File: src/rtl/sd_sector_loader.sv
// Streams SECTORS consecutive SD sectors into RAM as little-endian packed words,
// pulsing update at each slot boundary so the slot table can record its start.
module sd_sector_loader #(
  parameter int unsigned SECTORS      = 64,
  parameter int unsigned SLOT_SECTORS = 16,
  parameter int unsigned WORD_W       = 16,
  parameter int unsigned RAM_AW       = 27,
  parameter logic [31:0] SD_BASE      = 32'd0
) (
  input  logic              clk,
  input  logic              reset,
  input  logic              load,
  input  logic              sd_ready,
  input  logic [7:0]        sd_dout,
  input  logic              sd_byte_available,
  output logic [31:0]       sd_address,
  output logic              sd_rd,
  output logic              wr_valid,
  input  logic              wr_ready,
  output logic [RAM_AW-1:0] wr_addr,
  output logic [WORD_W-1:0] wr_data,
  output logic              update,
  output logic [7:0]        slot_idx,
  output logic [RAM_AW-1:0] start_a,
  output logic              busy,
  output logic              done,
  output logic              overflow
);
  localparam int unsigned BPW       = WORD_W / 8;
  localparam int unsigned SEC_W     = $clog2(SECTORS + 1);
  localparam logic [8:0]  LANE_MASK = 9'(BPW - 1);

  typedef enum logic [2:0] {S_IDLE, S_START, S_REC, S_NEXT, S_DONE} state_t;

  state_t              r_state, w_state_nxt;
  logic [SEC_W-1:0]    r_sector, w_sector_inc, w_sector_nxt;
  logic [8:0]          r_byte_cnt;
  logic                r_bav_q, r_rd_hold;
  logic [WORD_W-1:0]   r_word_buf, w_word_nxt, r_wr_data;
  logic                r_wr_valid, w_wr_valid_nxt;
  logic [RAM_AW-1:0]   r_wr_addr, w_wr_addr_nxt, r_start_a;
  logic                r_update, r_overflow;
  logic [7:0]          r_slot_idx;
  logic [31:0]         r_sd_address, w_sector32;
  logic                w_bav_rise, w_load_go, w_capture, w_last_lane, w_word_done;
  logic                w_accept, w_word_take, w_enter_start, w_slot_start;
  logic                w_sd_rd, w_busy, w_done;

  // A level held on sd_byte_available is one byte: only its first cycle counts.
  assign w_bav_rise    = sd_byte_available & ~r_bav_q;
  assign w_load_go     = load & ((r_state == S_IDLE) | (r_state == S_DONE));
  assign w_capture     = (r_state == S_REC) & w_bav_rise;
  assign w_last_lane   = (r_byte_cnt & LANE_MASK) == LANE_MASK;
  assign w_word_done   = w_capture & w_last_lane;
  assign w_accept      = r_wr_valid & wr_ready;
  assign w_word_take   = w_word_done & (~r_wr_valid | w_accept);
  assign w_sector_inc  = r_sector + SEC_W'(1);
  assign w_sector_nxt  = w_load_go ? '0 : ((r_state == S_NEXT) ? w_sector_inc : r_sector);
  assign w_sector32    = 32'(w_sector_nxt);
  assign w_wr_addr_nxt = w_load_go ? '0 : (w_accept ? r_wr_addr + RAM_AW'(1) : r_wr_addr);
  assign w_enter_start = (w_state_nxt == S_START) & (r_state != S_START);
  assign w_slot_start  = w_enter_start & ((w_sector32 % SLOT_SECTORS) == 32'd0);

  always_comb begin
    w_wr_valid_nxt = r_wr_valid;
    if (w_load_go)        w_wr_valid_nxt = 1'b0;
    else if (w_word_take) w_wr_valid_nxt = 1'b1;
    else if (w_accept)    w_wr_valid_nxt = 1'b0;
  end

  always_comb begin
    w_word_nxt = r_word_buf;
    for (int unsigned k = 0; k < BPW; k++) begin
      if ((r_byte_cnt & LANE_MASK) == 9'(k)) w_word_nxt[8*k +: 8] = sd_dout;
    end
  end

  always_ff @(posedge clk) begin
    if (reset) r_state <= S_IDLE;
    else       r_state <= w_state_nxt;
  end

  always_comb begin
    w_state_nxt = r_state;
    case (r_state)
      S_IDLE, S_DONE: if (load) w_state_nxt = S_START;
      S_START:        if (sd_ready) w_state_nxt = S_REC;
      S_REC:          if (w_capture && r_byte_cnt == 9'd511) w_state_nxt = S_NEXT;
      S_NEXT:         w_state_nxt = (w_sector_inc == SEC_W'(SECTORS)) ? S_DONE : S_START;
      default:        w_state_nxt = S_IDLE;
    endcase
  end

  always_comb begin
    w_sd_rd = 1'b0;
    w_busy  = 1'b0;
    w_done  = 1'b0;
    case (r_state)
      S_START: begin w_sd_rd = sd_ready;  w_busy = 1'b1; end
      S_REC:   begin w_sd_rd = r_rd_hold; w_busy = 1'b1; end
      S_NEXT:  w_busy = 1'b1;
      S_DONE:  w_done = ~r_wr_valid;
      default: ;
    endcase
  end

  // Handshake: a word is held in wr_data/wr_addr while wr_valid=1 and is
  // consumed on the first clock edge that sees wr_valid && wr_ready.
  always_ff @(posedge clk) begin
    if (reset) begin
      r_sector     <= '0;
      r_byte_cnt   <= '0;
      r_bav_q      <= 1'b0;
      r_rd_hold    <= 1'b0;
      r_word_buf   <= '0;
      r_wr_valid   <= 1'b0;
      r_wr_addr    <= '0;
      r_wr_data    <= '0;
      r_update     <= 1'b0;
      r_slot_idx   <= '0;
      r_start_a    <= '0;
      r_sd_address <= '0;
      r_overflow   <= 1'b0;
    end else begin
      r_bav_q    <= sd_byte_available;
      r_sector   <= w_sector_nxt;
      r_wr_valid <= w_wr_valid_nxt;
      r_wr_addr  <= w_wr_addr_nxt;
      r_update   <= w_slot_start;
      if (w_load_go)      r_byte_cnt <= '0;
      else if (w_capture) r_byte_cnt <= r_byte_cnt + 9'd1;
      if (w_capture)   r_word_buf <= w_word_nxt;
      if (w_word_take) r_wr_data  <= w_word_nxt;
      if (r_state == S_START && sd_ready)    r_rd_hold <= 1'b1;
      else if (r_state == S_REC && !sd_ready) r_rd_hold <= 1'b0;
      if (w_load_go)
        r_overflow <= 1'b0;
      else if ((w_word_done && r_wr_valid && !w_accept) ||
               (w_bav_rise && (r_state == S_START || r_state == S_NEXT)))
        r_overflow <= 1'b1;
      // start_a names the next word to be written, counting one still pending.
      if (w_slot_start) begin
        r_slot_idx <= 8'(w_sector32 / SLOT_SECTORS);
        r_start_a  <= w_wr_addr_nxt + RAM_AW'(w_wr_valid_nxt);
      end
      if (w_enter_start) r_sd_address <= SD_BASE + (w_sector32 << 9);
    end
  end

  assign sd_address = r_sd_address;
  assign sd_rd      = w_sd_rd;
  assign wr_valid   = r_wr_valid;
  assign wr_addr    = r_wr_addr;
  assign wr_data    = r_wr_data;
  assign update     = r_update;
  assign slot_idx   = r_slot_idx;
  assign start_a    = r_start_a;
  assign busy       = w_busy;
  assign done       = w_done;
  assign overflow   = r_overflow;
endmodule

File: config.mk
export PLATFORM = sky130hd
export DESIGN_NAME = sd_sector_loader
export DESIGN_NICKNAME = d
export VERILOG_FILES = /design/src/rtl/sd_sector_loader.sv
export SDC_FILE = /design/constraint.sdc
export NUM_CORES = 1
export LEC_CHECK = 0
export BUFFER_PORTS_ARGS = -buffer_cell sky130_fd_sc_hd__buf_2
export CORE_ASPECT_RATIO = 1.2
export CORE_MARGIN = 2
export CORE_UTILIZATION = 50
export DETAILED_ROUTE_END_ITERATION = 7
export GPL_ROUTABILITY_DRIVEN = 0
export PLACE_DENSITY = 0.83
export SYNTH_ARGS = -nofsm -noshare
export SYNTH_HDL_FRONTEND = slang
export SYNTH_SLANG_ARGS = --single-unit
File: constraint.sdc
create_clock -name clk -period 4.3 [get_ports clk]
set_clock_uncertainty 0.15 [all_clocks]
set_input_delay 0.215 -clock clk [delete_from_list [all_inputs] [get_ports clk]]
set_output_delay 0.215 -clock clk [all_outputs]
set_load 0.005 [all_outputs]
# ---- Yosys cells after proc, flatten, opt, wreduce, memory -nomap -nowiden
# Cells that the tools add are included.
dict set report totals {
  input_bits 14
  regBits 120
  out_inout_bits 116
}
dict set report op_classes {
  n_eq_ne 8
  reduce_logical 17
  muxes 19
  n_addsub 4
  bitwise_logic 12
}
# cell n
set ops {}
lappend ops {{$mux 27} 2}
lappend ops {{$logic_not 32->1} 1}
lappend ops {{$add 27x1->27} 1}
lappend ops {{$add 27x1->27 const B} 1}
lappend ops {{$mux 8} 2}
lappend ops {{$mux 7} 2}
lappend ops {{$mux 3} 4}
lappend ops {{$pmux 3 s4} 1}
lappend ops {{$add 9x1->9 const B} 1}
lappend ops {{$eq 9x9->1 const B} 1}
lappend ops {{$logic_not 9->1} 1}
lappend ops {{$and 1x1->1} 8}
lappend ops {{$add 7x1->7 const B} 1}
lappend ops {{$eq 7x7->1 const B} 1}
lappend ops {{$mux 1} 7}
lappend ops {{$eq 3x1->1 const B} 2}
lappend ops {{$eq 3x2->1 const B} 2}
lappend ops {{$logic_and 1x1->1} 6}
lappend ops {{$reduce_or 2->1} 2}
lappend ops {{$eq 3x3->1 const B} 1}
lappend ops {{$logic_not 3->1} 1}
lappend ops {{$ne 3x1->1 const B} 1}
lappend ops {{$reduce_or 3->1} 1}
lappend ops {{$logic_not 1->1} 2}
lappend ops {{5 further kinds} 8}

# ---- Depth between registers and ports, before layout
# Gate-level depths: netlist of run 1.
dict set report logic_depth {
  word_depth 9
  ltp_mapped 14
  mapped_depth_nobuf 11
}

# ---- Least setup slack after synthesis of run 1
# Ideal clock, no wire load.
dict set report synth_timing {
  path_kind {reg-to-reg}
  startpoint {reg r_state[0]}
  endpoint {reg r_start_a[23] (netlist: start_a[23])}
  synth_period_minus_slack_ns 3.663
  slack_ns 0.637
  t_required_ns 4.059
  setup_time_ns 0.091
  t_arrival_ns 3.422
  path_buffers 4
  path_stages_with_launch 14
  cell_sequence {dfxtp_1 clkbuf_1 nor2_1 and2_0 clkbuf_1 buf_1 buf_1 a21oi_1 ha_1 nor4b_1 nor4b_1 nand3_1 or3b_2 a311oi_1}
}
dict set report synth_between {
  elab_cells_between_ends 27
}
# item line_no
set synth_lines {}
lappend synth_lines {{from (decl)} 35} ;# state_t r_state, w_state_nxt;
lappend synth_lines {{from (signal assigned)} 80} ;# else r_state <= w_state_nxt;
lappend synth_lines {{$eq 3x2->1} 52} ;# assign w_capture = (r_state == S_REC) & w_bav_rise;
lappend synth_lines {{$and 1x1->1} 52}
lappend synth_lines {{$and 1x1->1} 54} ;# assign w_word_done = w_capture & w_last_lane;
lappend synth_lines {{$and 1x1->1} 56} ;# assign w_word_take = w_word_done & (~r_wr_valid | w_accept);
lappend synth_lines {{$mux 1} 67} ;# else if (w_word_take) w_wr_valid_nxt = 1'b1;
lappend synth_lines {{$mux 1 *} 66} ;# if (w_load_go) w_wr_valid_nxt = 1'b0;
lappend synth_lines {{via w_wr_valid_nxt} 40} ;# logic r_wr_valid, w_wr_valid_nxt;
lappend synth_lines {{$add 27x1->27 *} 144} ;# r_start_a <= w_wr_addr_nxt + RAM_AW'(w_wr_valid_nxt);
lappend synth_lines {{to (signal assigned)} 144}
lappend synth_lines {{to (decl)} 41} ;# logic [RAM_AW-1:0] r_wr_addr, w_wr_addr_nxt, r_start_a;
# The timed path passes the listed nets; every way through them passes the cells marked *.
# A chain may end at the register's enable or synchronous reset.

# ---- Final worst setup path of run 1
dict set report layout_timing {
  startpoint {reg r_wr_addr[0] (netlist: wr_addr[0])}
  endpoint {reg r_start_a[22] (netlist: start_a[22])}
}
dict set report layout_between {
  elab_chain_cells 4
}
# item line_no
set layout_rtl {}
lappend layout_rtl {{from (decl)} 41}
lappend layout_rtl {{from (signal assigned)} 128} ;# r_wr_addr <= w_wr_addr_nxt;
lappend layout_rtl {{$add 27x1->27} 60} ;# assign w_wr_addr_nxt = w_load_go ? '0 : (w_accept ? r_wr_addr + RAM_AW'(1) : r_wr_addr);
lappend layout_rtl {{$mux 27 * (2 in a row)} 60}
lappend layout_rtl {{$add 27x1->27 *} 144}
# Mark *: on every way between the ends. The rest lies on a longest branch, timed or not.

==> impl_metrics.ini, run 1 <==
[global_route]
grt_util_all_layers_pct = 21.9
grt_first_pass_wirelength_mm = 21.1
grt_start_max_net_pins = 62
first_global_vias = 4388
antenna_found_initial = 0
grt_overflow = 0

[clock_network]
clock_slew_at_the_register_clock_pins_of_the_worst_setup_and_hold_paths_ns = 0.07
cts_setup_buffers = 0
htree_levels = 3
clk_path_buf_depth = 2
cts.sink_count = 112
insertion_delay_ns = 0.34
clk_root_buffer_cell = sky130_fd_sc_hd__clkbuf_16
cts-buffers-inserted = 9
tritoncts = done

[critical_path]
worstSetupPathType = reg2reg
critical_path.max_fanout = 7
worstPathRequired_ns = 4.40
arrival_ns = 3.93
worstSetupStartpointType = flop
crit_path_end_kind = flop

[timing]
post-route-min-period_ns = 3.82
report.final.setup_viol = 0
maxSlewHeadroom_pct = 33.4
hold_violations = 0
timing_max_transition_violations_final = 0
fin_tns_setup_ns = 0
final.period_utilization_pct = 88.9
setup_repair_after_global_routing_missed_its_margin = no
fmaxAchievable_mhz = 261
worst-slew-pin-transition_ns = 0.995

[hold_path]
hold_path_class = in2reg

[detailed_routing]
route.detailed.vias_per_inst = 5.46
drt-wirelength-per-cell_um = 14.4
detail_route.iter0.violations = 268
drt_pass1_iterations = 4
num_vias = 4866
route.detailed.drc = 0
wirelength_mm = 12.9
final_antenna_net_count = 0

[placement]
hpwl_mm = 9.22
dpl.cell_count = 867
numPortBuffers = 99

[logic_synthesis]
post_synth_main_area_contributors = sky130_fd_sc_hd__dfxtp_1 (41%), sky130_fd_sc_hd__nor2_1 (7.2%), sky130_fd_sc_hd__nand2_1 (5.8%)
synthMostInstantiatedCell = sky130_fd_sc_hd__dfxtp_1
synthFlopType = sky130_fd_sc_hd__dfxtp_1
synth-seq-area-share_pct = 40.7
synth_top_area_share_pct = 40.7
synthCells = 673
synth_top_cells_by_count = sky130_fd_sc_hd__dfxtp_1 (112), sky130_fd_sc_hd__nor2_1 (106), sky130_fd_sc_hd__nand2_1 (85)
netlist.top_cell.by_area = sky130_fd_sc_hd__dfxtp_1
avgSynthCellArea_um2 = 8.18
netlist_area_um2 = 5500
ys_seq_elements = 112
ys.warnings.count = 0
synth_enable_flop_cells = 0
async_reset_ff_share_pct = 0
post_synth_num_cell_types = 57

[floorplanning]
rows = 41
floorplan.core_area_um2 = 10600
dieWidth_um = 99.8
die_height_um = 119
die_area_um2 = 11900
ios = 130
initial_core_util_pct = 51.8

[power_and_ir_drop]
power.ir.vdd_worst_v = 0.000175
power_leakage_uw = 0.00256
power_density_nw_per_um2 = 336

[run_status]
status = completed

[cells_and_area]
synthToLayoutAreaGrowth_pct = 15.6
antennaDiodeCount = 0
nNetsFinal = 779
instances_no_fill = 892
layout-drive-gt1-share_pct = 17.6

[flow_run]
drv.max_cap_violation_count = 0
## layout by cell type (no fill, tap or decap), types with 3 or more instances in the layout
| cell | instances |
|---|---|
| sky130_fd_sc_hd__nor3_1 | 20 |
| sky130_fd_sc_hd__o21ai_0 | 7 |
| sky130_fd_sc_hd__inv_1 | 6 |
| sky130_fd_sc_hd__nor3b_1 | 3 |
| sky130_fd_sc_hd__buf_4 | 8 |
| sky130_fd_sc_hd__mux2i_1 | 18 |
| sky130_fd_sc_hd__buf_2 | 99 |
| sky130_fd_sc_hd__nor4b_1 | 6 |
| sky130_fd_sc_hd__dlygate4sd3_1 | 9 |
| sky130_fd_sc_hd__o21bai_1 | 3 |
| sky130_fd_sc_hd__nor4_1 | 10 |
| sky130_fd_sc_hd__a21oi_1 | 32 |
| sky130_fd_sc_hd__and4_1 | 4 |
| sky130_fd_sc_hd__or4_1 | 3 |
| sky130_fd_sc_hd__and2_1 | 3 |
| sky130_fd_sc_hd__a211oi_1 | 18 |
| sky130_fd_sc_hd__or3_1 | 7 |
| sky130_fd_sc_hd__nand4_1 | 15 |
| sky130_fd_sc_hd__nor2_1 | 106 |
| sky130_fd_sc_hd__nand3_1 | 19 |
| sky130_fd_sc_hd__conb_1 | 30 |
| sky130_fd_sc_hd__nand2_1 | 85 |
| sky130_fd_sc_hd__nor2b_1 | 9 |
| sky130_fd_sc_hd__ha_1 | 7 |
| sky130_fd_sc_hd__a311oi_1 | 6 |
| sky130_fd_sc_hd__xor2_1 | 25 |
| sky130_fd_sc_hd__dfxtp_1 | 112 |
| sky130_fd_sc_hd__nand2b_1 | 5 |
| sky130_fd_sc_hd__clkbuf_16 | 9 |
| sky130_fd_sc_hd__xnor2_1 | 31 |
| sky130_fd_sc_hd__and3_1 | 6 |
## through the flow
step	total power (µW)	setup WS, ns	area, µm²	hold WS (ns)	utilization (%)
after floorplan	1240	0.637	5610	0.193	-
after global placement	1290	0.658	5950	0.286	56.1
after detailed placement	1290	0.541	5950	0.290	56.1
after CTS	2150	0.512	6360	0.0516	59.9
after global routing	2230	0.148	6360	0.0772	59.9
final	2140	0.476	6360	0.0653	59.9
## cells by family after synthesis
| family | Yosys count | synth area share (%) |
|---|---|---|
| other | 1 | 0.0681 |
| multiplexers | 18 | 3.27 |
| buffers and inverters | 77 | 7.37 |
| flip-flops | 112 | 40.7 |
| XOR/XNOR | 56 | 8.91 |
| AND/OR/NAND/NOR | 318 | 27.9 |
| AO/OA/AOI/OAI | 84 | 10.1 |
| adder cells (fa/ha/maj) | 7 | 1.59 |
## power by group
group          internal [µW]  total [µW]  switching (µW)
sequential              1070        1090            19.9
clock                    488         861             373
combinational           69.9         189             119
total                   1630        2140             513
## final cells by class
class                      instances  area [µm²]
fill                             988        4260
multi-input combinational        513        2970
sequential                       112        2240
timing repair buffer             116         646
clock buffer                      11         253
tap                              129         161
clock inverter                     5        63.8
inverter                           6        22.5
## critical path, cell delays in order, from the launching register on
cell	delay (ns)
sky130_fd_sc_hd__dfxtp_1	0.42
sky130_fd_sc_hd__ha_1	0.21
sky130_fd_sc_hd__nand4_1	0.27
sky130_fd_sc_hd__or3_1	0.56
sky130_fd_sc_hd__xor2_1	0.21
sky130_fd_sc_hd__or3_1	0.43
sky130_fd_sc_hd__nor4_1	0.46
sky130_fd_sc_hd__nand3_1	0.25
sky130_fd_sc_hd__or3b_2	0.52
sky130_fd_sc_hd__a311oi_1	0.24
## flip-flops by register name (all words and copies together) (netlist names), 7 cells and up
| name | count |
|---|---|
| start_a | 27 |
| wr_addr | 27 |
| wr_data | 16 |
| r_byte_cnt | 9 |
| r_word_buf | 8 |
| r_sector | 7 |
| sd_address | 7 |
## path summary, 6_finish.rpt
kind                               endpoint        from  slack [ns]  cells past startpoint
worst max register to register  start_a[22]  wr_addr[0]        0.48                      9
worst min-delay path             r_state[1]    sd_ready        0.07                      3
worst min register to register   start_a[5]  start_a[5]        0.30                      2
worst max-delay path            start_a[22]  wr_addr[0]        0.48                      9
## per-layer routing
layer	GRT usage (%)	vias up	wire length, µm
li1	-	2425	-
met1	27.6	2260	5540
met2	36.7	153	6330
met3	3.64	28	636
met4	9.33	0	372
met5	0	-	0
## what timing repair did
item | in CTS | in global routing
resized for setup | 0 | 0
hold endpoints to repair | 17 | 0
hold buffers | 9 | 0
Power figures use the tool's default switching activity.
==> inputs of run 2 (changes only) <==
PLACE_DENSITY = not set   (was 0.83)
PLACE_DENSITY_LB_ADDON = 0.25   (was not set)
==> run 2 against run 1 <==
Register-to-register slack got worse by 0.02 ns. Wire length is 3.3% higher. Clock power shrank 8.0%. Cell count grew 0.34%. Fmax is 0.43% lower. Die area did not move. Non-clock buffer count grew 3. Worst hold slack lost 0.0052 ns. Largest cell class unchanged.
==> impl_metrics.ini, run 2 (synthesized netlist as in run 1, its figures left out) <==
[global_route]
antenna_found_initial = 0
first_global_vias = 4528
grt_first_pass_wirelength_mm = 21.8
grt_overflow = 0
grt_util_all_layers_pct = 22.5
grt_start_max_net_pins = 81

[detailed_routing]
route.detailed.vias_per_inst = 5.49
drt-wirelength-per-cell_um = 14.9
route.detailed.drc = 0
wirelength_mm = 13.3
final_antenna_net_count = 0
drt_pass1_iterations = 4
detail_route.iter0.violations = 189
num_vias = 4914

[power_and_ir_drop]
power_density_nw_per_um2 = 326
power_leakage_uw = 0.00255
power.ir.vdd_worst_v = 0.000214

[cells_and_area]
layout-drive-gt1-share_pct = 17.6
synthToLayoutAreaGrowth_pct = 15.2
layout_common_cells = sky130_fd_sc_hd__dfxtp_1 (112), sky130_fd_sc_hd__nor2_1 (106), sky130_fd_sc_hd__buf_2 (99)
antennaDiodeCount = 0
post_route_cell_area_um2 = 6340
mostFrequentLayoutCell = sky130_fd_sc_hd__dfxtp_1
nNetsFinal = 782

[critical_path]
critical_path.max_fanout = 7
rr_endpoint = start_a[23]
worstPathRequired_ns = 4.40
worstSetupPathType = reg2reg
regToRegSetupSlack_ns = 0.46
worstReg2RegStart = wr_addr[0]
worstSetupStartpointType = flop
crit_start = wr_addr[0]
r2r.worst_path.cells = 9
crit_path_end = start_a[23]
arrival_ns = 3.94
crit_path_end_kind = flop

[clock_network]
cts-buffers-inserted = 9
htree_levels = 3
insertion_delay_ns = 0.34
cts_hold_repair.buffers = 9
tritoncts = done
cts_setup_buffers = 0
clock_slew_at_the_register_clock_pins_of_the_worst_setup_and_hold_paths_ns = 0.07
post_cts_repair_resize_count = 0
cts.sink_count = 112
clk_path_buf_depth = 2
clk_root_buffer_cell = sky130_fd_sc_hd__clkbuf_16

[timing]
post-route-min-period_ns = 3.84
fmaxAchievable_mhz = 260
layout_setup_ws_ns = 0.459
maxSlewHeadroom_pct = 31.2
setup_repair_after_global_routing_missed_its_margin = no
timing.hold.ws_ns = 0.0601
timing_max_transition_violations_final = 0
fin_tns_setup_ns = 0
final.period_utilization_pct = 89.3
hold_violations = 0
report.final.setup_viol = 0
worst-slew-pin-transition_ns = 1.03

[placement]
dpl_worst_slack_ns = 0.523
hpwl_mm = 9.64
numPortBuffers = 99
place_area_um2 = 5980

[floorplanning]
ios = 130
initial_core_util_pct = 51.8
rows = 41
die_height_um = 119
die_area_um2 = 11900
floorplan.core_area_um2 = 10600
dieWidth_um = 99.8

[hold_path]
hold_path_class = in2reg

[run_status]
status = completed

[flow_run]
drv.max_cap_violation_count = 0
-- run 2: stage by stage --
stage	total power [µW]	cells	utilization, %
finish	2070	895	59.7
global placement	1290	870	56.3
detailed placement	1290	870	56.3
CTS	2080	895	59.7
global route	2150	895	59.7
floorplan	1240	702	-
-- run 2: worst min path at each step --
stage,startpoint,to,slack (ns),cells after the start
after floorplan,sd_byte_available,r_bav_q,0.19,1
after global placement,r_word_buf[7],wr_data[7],0.28,2
after detailed placement,wr_data[11],wr_data[11],0.29,2
after CTS,load,r_state[2],0.04,3
after global routing,load,r_state[2],0.05,3
final,load,r_state[2],0.06,3
-- run 2: critical path: stages, from the launching register on --
cell and delay [ns]:
sky130_fd_sc_hd__dfxtp_1 0.42, sky130_fd_sc_hd__ha_1 0.23, sky130_fd_sc_hd__nand4_1 0.25, sky130_fd_sc_hd__or3_1 0.55, sky130_fd_sc_hd__xor2_1 0.21, sky130_fd_sc_hd__or3_1 0.43, sky130_fd_sc_hd__nor4_1 0.49, sky130_fd_sc_hd__nand3_1 0.26
sky130_fd_sc_hd__or3b_2 0.49, sky130_fd_sc_hd__a311oi_1 0.28
-- run 2: area by class of cell --
type                       instances  area (µm²)
fill                             973        4280
multi-input combinational        513        2970
sequential                       112        2240
timing repair buffer             119         668
clock buffer                      12         246
tap                              129         161
clock inverter                     4        28.8
inverter                           6        22.5
-- run 2: layer usage --
metal | wire length, µm | up-vias | global-route usage (%)
met3 | 685 | 22 | 4.46
met4 | 328 | 0 | 8.22
met1 | 5580 | 2307 | 27.3
met2 | 6700 | 158 | 39.1
met5 | 0 | - | 0
li1 | - | 2427 | -
-- run 2: where the power goes --
part	total [µW]	internal (µW)	switching (µW)
combinational	190	71.1	119
sequential	1090	1070	19.2
clock	792	411	380
total	2070	1550	518
